`config.mk`:
```
export PLATFORM = sky130hd
export DESIGN_NAME = led_seq_ctrl
export DESIGN_NICKNAME = d
export VERILOG_FILES = /design/src/rtl/led_seq_ctrl_pkg.sv /design/src/rtl/led_seq_ctrl_tick_gen.sv /design/src/rtl/led_seq_ctrl.sv
export SDC_FILE = /design/constraint.sdc
export NUM_CORES = 1
export LEC_CHECK = 0
export CAP_MARGIN = 30
export CORE_UTILIZATION = 35
export CTS_CLUSTER_DIAMETER = 50
export DETAILED_ROUTE_END_ITERATION = 10
export GPL_TIMING_DRIVEN = 0
export PLACE_DENSITY_LB_ADDON = 0.05
export SYNTH_ARGS = -nofsm -noshare
export SYNTH_HDL_FRONTEND = slang
export SYNTH_SLANG_ARGS = --single-unit
export TNS_END_PERCENT = 5
```
`constraint.sdc`:
```
create_clock -name clk -period 2.8 [get_ports clk]
set_clock_uncertainty 0.2 [all_clocks]
set_input_delay 0.56 -clock clk [delete_from_list [all_inputs] [get_ports clk]]
set_output_delay 0.56 -clock clk [all_outputs]
set_load 0.005 [all_outputs]
```
`src/rtl/led_seq_ctrl_pkg.sv`:
```
// Shared definitions for the LED sequencer: FSM state encoding, mode and
// direction constants, the default base-tick divider and a one-hot helper.
// No ports; imported by led_seq_ctrl and tick_gen.
package led_seq_ctrl_pkg;

    typedef enum logic [1:0] {
        ST_IDLE = 2'd0,
        ST_RUN  = 2'd1,
        ST_HOLD = 2'd2
    } state_t;

    localparam logic MODE_ROTATE = 1'b0;
    localparam logic MODE_BOUNCE = 1'b1;

    localparam logic DIR_TO_MSB  = 1'b0;
    localparam logic DIR_TO_LSB  = 1'b1;

    localparam int   DIV_BASE_DEF = 25000;

    function automatic logic is_onehot4(input logic [3:0] v);
        return ($countones(v) == 1);
    endfunction

endpackage

```
`src/rtl/led_seq_ctrl_tick_gen.sv`:
```
// Base-tick prescaler: counts 0..DIV-1 while enabled, pulses tick on the
//   terminal count (combinational from the count register, 0-cycle).
// Ports: clk, rst_n (async active-low), en (count), clr (sync clear, wins
//   over en), tick (one-cycle pulse). Frozen whenever en is low.
module tick_gen
    import led_seq_ctrl_pkg::*;
#(
    parameter int DIV = DIV_BASE_DEF
) (
    input  logic clk,
    input  logic rst_n,
    input  logic en,
    input  logic clr,
    output logic tick
);

    logic [15:0] r_cnt;
    logic        w_term;

    assign w_term = (r_cnt == 16'(DIV - 1));
    assign tick   = en && !clr && w_term;

    always_ff @(posedge clk or negedge rst_n) begin
        if (!rst_n) begin
            r_cnt <= '0;
        end else if (clr) begin
            r_cnt <= '0;
        end else if (en) begin
            r_cnt <= w_term ? 16'd0 : r_cnt + 16'd1;
        end
    end

endmodule

```
`src/rtl/led_seq_ctrl.sv`:
```
// 4-bit LED sequencer (rotate / bounce) with IDLE/RUN/HOLD control FSM.
// Ports: clk, rst_n (async active-low), start/stop/pause one-cycle commands,
//   mode, dir, speed pattern controls; out pattern, busy, step pulse.
// step is registered and rises in the same cycle the new out value appears.
module led_seq_ctrl
    import led_seq_ctrl_pkg::*;
#(
    parameter int         DIV_BASE = DIV_BASE_DEF,
    parameter logic [3:0] INIT_PAT = 4'b1000
) (
    input  logic       clk,
    input  logic       rst_n,
    input  logic       start,
    input  logic       stop,
    input  logic       pause,
    input  logic       mode,
    input  logic       dir,
    input  logic [1:0] speed,
    output logic [3:0] out,
    output logic       busy,
    output logic       step
);

    state_t     r_state;
    state_t     w_state_nxt;

    logic [3:0] r_out;
    logic [1:0] r_scnt;     // base ticks seen in the current step period
    logic [1:0] r_speed;    // speed captured at start / last step boundary
    logic       r_bdir;     // bounce direction, DIR_TO_LSB after start
    logic       r_step;

    logic       w_tick;
    logic       w_pre_en;
    logic       w_pre_clr;
    logic       w_step_now;

    logic [3:0] w_out_nxt;
    logic       w_bdir_nxt;
    logic       w_bdir_eff;

    // Prescaler only advances in RUN; any stop/start or IDLE forces it to 0.
    assign w_pre_en  = (r_state == ST_RUN);
    assign w_pre_clr = (r_state == ST_IDLE) || start || stop;

    tick_gen #(
        .DIV (DIV_BASE)
    ) u_tick_gen (
        .clk   (clk),
        .rst_n (rst_n),
        .en    (w_pre_en),
        .clr   (w_pre_clr),
        .tick  (w_tick)
    );

    // stop and start override any step landing in the same cycle.
    assign w_step_now = (r_state == ST_RUN) && !stop && !start &&
                        w_tick && (r_scnt == r_speed);

    always_ff @(posedge clk or negedge rst_n) begin
        if (!rst_n) begin
            r_state <= ST_IDLE;
        end else begin
            r_state <= w_state_nxt;
        end
    end

    always_comb begin
        w_state_nxt = r_state;
        if (stop) begin
            w_state_nxt = ST_IDLE;
        end else if (start) begin
            w_state_nxt = ST_RUN;
        end else if (pause) begin
            case (r_state)
                ST_RUN:  w_state_nxt = ST_HOLD;
                ST_HOLD: w_state_nxt = ST_RUN;
                default: w_state_nxt = r_state;
            endcase
        end
    end

    // Next pattern; mode and dir are looked at only when a step is taken.
    always_comb begin
        w_out_nxt  = r_out;
        w_bdir_nxt = r_bdir;
        w_bdir_eff = r_bdir;
        if (!is_onehot4(r_out)) begin
            w_out_nxt = INIT_PAT;
        end else if (mode == MODE_ROTATE) begin
            if (dir == DIR_TO_MSB) begin
                w_out_nxt = {r_out[2:0], r_out[3]};
            end else begin
                w_out_nxt = {r_out[0], r_out[3:1]};
            end
        end else begin
            // An endpoint forces the only legal direction, so a stored
            // direction left stale by rotate mode can never shift out to 0.
            if (r_out == 4'b0001) begin
                w_bdir_eff = DIR_TO_MSB;
            end else if (r_out == 4'b1000) begin
                w_bdir_eff = DIR_TO_LSB;
            end
            w_out_nxt  = (w_bdir_eff == DIR_TO_LSB) ? (r_out >> 1) : (r_out << 1);
            w_bdir_nxt = w_bdir_eff;
            // Reverse on arrival so each endpoint is shown for one step.
            if (w_out_nxt == 4'b0001) begin
                w_bdir_nxt = DIR_TO_MSB;
            end else if (w_out_nxt == 4'b1000) begin
                w_bdir_nxt = DIR_TO_LSB;
            end
        end
    end

    always_ff @(posedge clk or negedge rst_n) begin
        if (!rst_n) begin
            r_out   <= 4'b0000;
            r_scnt  <= 2'd0;
            r_speed <= 2'd0;
            r_bdir  <= DIR_TO_LSB;
            r_step  <= 1'b0;
        end else begin
            r_step <= w_step_now;
            if (stop) begin
                r_out  <= 4'b0000;
                r_scnt <= 2'd0;
                r_bdir <= DIR_TO_LSB;
            end else if (start) begin
                r_out   <= INIT_PAT;
                r_scnt  <= 2'd0;
                r_speed <= speed;
                r_bdir  <= DIR_TO_LSB;
            end else if (r_state == ST_RUN && w_tick) begin
                if (w_step_now) begin
                    r_scnt  <= 2'd0;
                    r_out   <= w_out_nxt;
                    r_bdir  <= w_bdir_nxt;
                    r_speed <= speed;
                end else begin
                    r_scnt <= r_scnt + 2'd1;
                end
            end
        end
    end

    assign out  = r_out;
    assign busy = (r_state != ST_IDLE);
    assign step = r_step;

endmodule
```
==> impl_metrics.toml <==
[timing]
hold_slack_ns = 0.3263
tns_ns = 0
fin_crit_sh_pct = 90.79
drv_slew = 0
grt_setup_unrepaired = "no"
tightestPinTransition_ns = 0.6933
final.min_clock_period_ns = 2.542
fin_ws_ns = 0.2579
setup_viol = 0
fmax_mhz = 393.4
slew_headroom_pct = 53.53
hold_violations = 0

[worst_setup_path]
startpoint_type = "flip-flop"
critPathSlowestCell = "fa_1"
arrival_ns = 2.55
crit_path_end_kind = "flip-flop"
crit_path_max_incr_delay_ns = 0.56
worstSetupPathType = "reg -> reg"
crit_family = "adder cells"
required_ns = 2.81
timing.critical_path.cells = "inv_1 > fa_1 > inv_1 > ha_1 > ha_1 > nor2_1 > and2_1 > nand3_1 > mux2i_1"
cp_max_fo = 5
crit_buf_inv = 2
startpoint = "out[0]"
reg2reg_from = "out[0]"

[yosys]
syn_avg_cell_area_sq_um = 9.063
synthTopCellsByCount = "27 x dfrtp_1, 18 x nand2_1, 14 x nor2_1, 12 x a21oi_1, 12 x nand3_1"
synth.most_common_cell = "dfrtp_1"
synth_top_area_share_pct = 37.09
synth_edf_count = 0
synth_cells = 201
yosysTopAreaCell = "dfrtp_1"
ys.flop_type = "dfrtp_1"
synth_area_leaders = "dfrtp_1 37%, ha_1 5.5%, nand2_1 3.7%, a31oi_1 3.4%, a21oi_1 3.3%"
ys_seq_elements = 28
ys_warn_count = 0
syn_nets = 219
ys_seq_area_share_pct = 38.53
async_flop_share_pct = 100.0
syn-cell-area_sq_um = 1822
ys_types = 47

[cells_and_area]
final_area_sq_um = 2098
syn_to_final_growth_pct = 15.18
drive_gt1_share_pct = 7.798
fill_cells = 512
multi_input_area_sq_um = 1013
final_nets = 237
utilization_pct = 43.00
regArea_sq_um = 701.9
diodes = 0

[route]
drt-initial-drc-count = 85
drt-wirelength-per-cell_um = 15.46
vias_per_cell = 5.600
postRouteAntennaNets = 0
post-route-drc-count = 0
routed_wl_um = 4406
via_count = 1596
drtPass1Iterations = 4

[power_and_ir_drop]
p_int_w = 0.0005523
seqPwrFrac_pct = 56.1
p_switching_w = 0.0001922
p_leak_nw = 0.8914
p_comb_share_pct = 11.7
swShare_pct = 25.82
power.share.clock_pct = 32.2
power_density_nw_per_um2 = 354.8
peakVddDrop_v = 0.0001580

[placed_design]
dp_slack_ns = 0.04211
place_congestion = 0.8354
port_buffers = 12
placed_cell_area_sq_um = 2053
dp_hpwl_um = 3188

[clocking]
clock_sinks = 28
clock_latency_ns = 0.28
cts_buffers = 3
cts_buffer_depth = 2
cts_setup_buffers = 0
cts-resized-gates = 0
clk_pin_slew_ns = 0.10
htree_levels = 1
cts_tree = "yes"
cts_hold_buf = 0
cts_root_buf = "clkbuf_8"

[floorplan]
row_count = 25
die_w_um = 74.15
io_pins = 15
fp.coreArea_sq_um = 4880
start_util_pct = 37.33
die_area_sq_um = 5497
die_y_um = 74.15

[global_route]
grt_max_degree = 18
grt_pass1_vias = 1546
track_usage_pct = 17.85
grt_pass1_wl_um = 7486
antenna_found_initial = 0
globalRouteOverflowTotal = 0

[flow_run]
cap_violations = 0

[hold_path]
hp-class = "reg -> reg"
worstHoldStart = "r_speed[0]"

[run_status]
status = "completed"
## per-layer routing
layer	global-route usage, %	routed length, um	vias to the layer above
met5	0	0	-
met4	5.556	36	0
met3	2.168	94	4
met2	27.17	1987	28
met1	26.33	2286	793
li1	-	-	771
## flip-flops by register name, indices dropped and copies added, names as in the netlist
name / count
step: 1
r_bdir: 1
u_tick_gen.r_cnt: 16
out: 4
r_scnt: 2
r_state: 2
r_speed: 2
## final timing paths
| check | endpoint | cells after the start | slack [ns] |
|---|---|---|---|
| hold reg to reg | r_speed[0] | 1 | 0.33 |
| setup reg to reg | r_bdir | 9 | 0.26 |
| hold / removal | r_speed[0] | 1 | 0.33 |
| min in group asynchronous | u_tick_gen.r_cnt[8] | 1 | 0.48 |
| max in group asynchronous | r_state[1] | 2 | 1.40 |
| setup / recovery | r_bdir | 9 | 0.26 |
## power groups by stage
stage          sequential [W]  combinational [W]  clock, W
6_report             0.000418          0.0000871  0.000240
5_1_grt              0.000419          0.0000977  0.000257
4_1_cts              0.000418          0.0000880  0.000245
3_5_place_dp         0.000426          0.0000876         0
3_3_place_gp         0.000425          0.0000813         0
2_1_floorplan        0.000424          0.0000470         0
## through the flow
stage	std cells	total power, W
global placement	280	0.0005067
CTS	285	0.0007508
finish	285	0.0007445
global route	285	0.0007740
detailed placement	281	0.0005134
floorplan	201	0.0004711
## layout make-up
type / instances / share of cell area, %
flip-flops and latches: 28 / 33.45
inverters: 11 / 1.968
well taps: 67 / 3.995
multi-input cells: 153 / 48.30
plain buffers: 9 / 3.101
repair buffers: 13 / 7.036
clock buffers: 4 / 2.147
## placed cells by master, fill, tap and decap left out, drive strengths merged, types with 4 or more instances in the layout
cell	instances
nor4	5
nand2	18
nand3	12
ha	8
inv	11
and3	4
o21ai	8
or3	5
nor3	9
a21oi	12
clkdlybuf4s50	12
a211oi	4
a21o	6
buf	7
a31oi	10
dfrtp	27
clkbuf	7
nor2	15
## cells by family after synthesis
kind of cell,Yosys count,synth area share [%]
adders and majority gates,9,6.594
buffers and inverters,20,5.837
DFF,28,38.53
xor gates and xnor gates,3,1.443
AOI/OAI and AO/OA,53,19.16
and+or+nand+nor,83,25.55
muxes,5,2.885
(Power assumes the default switching activity.)
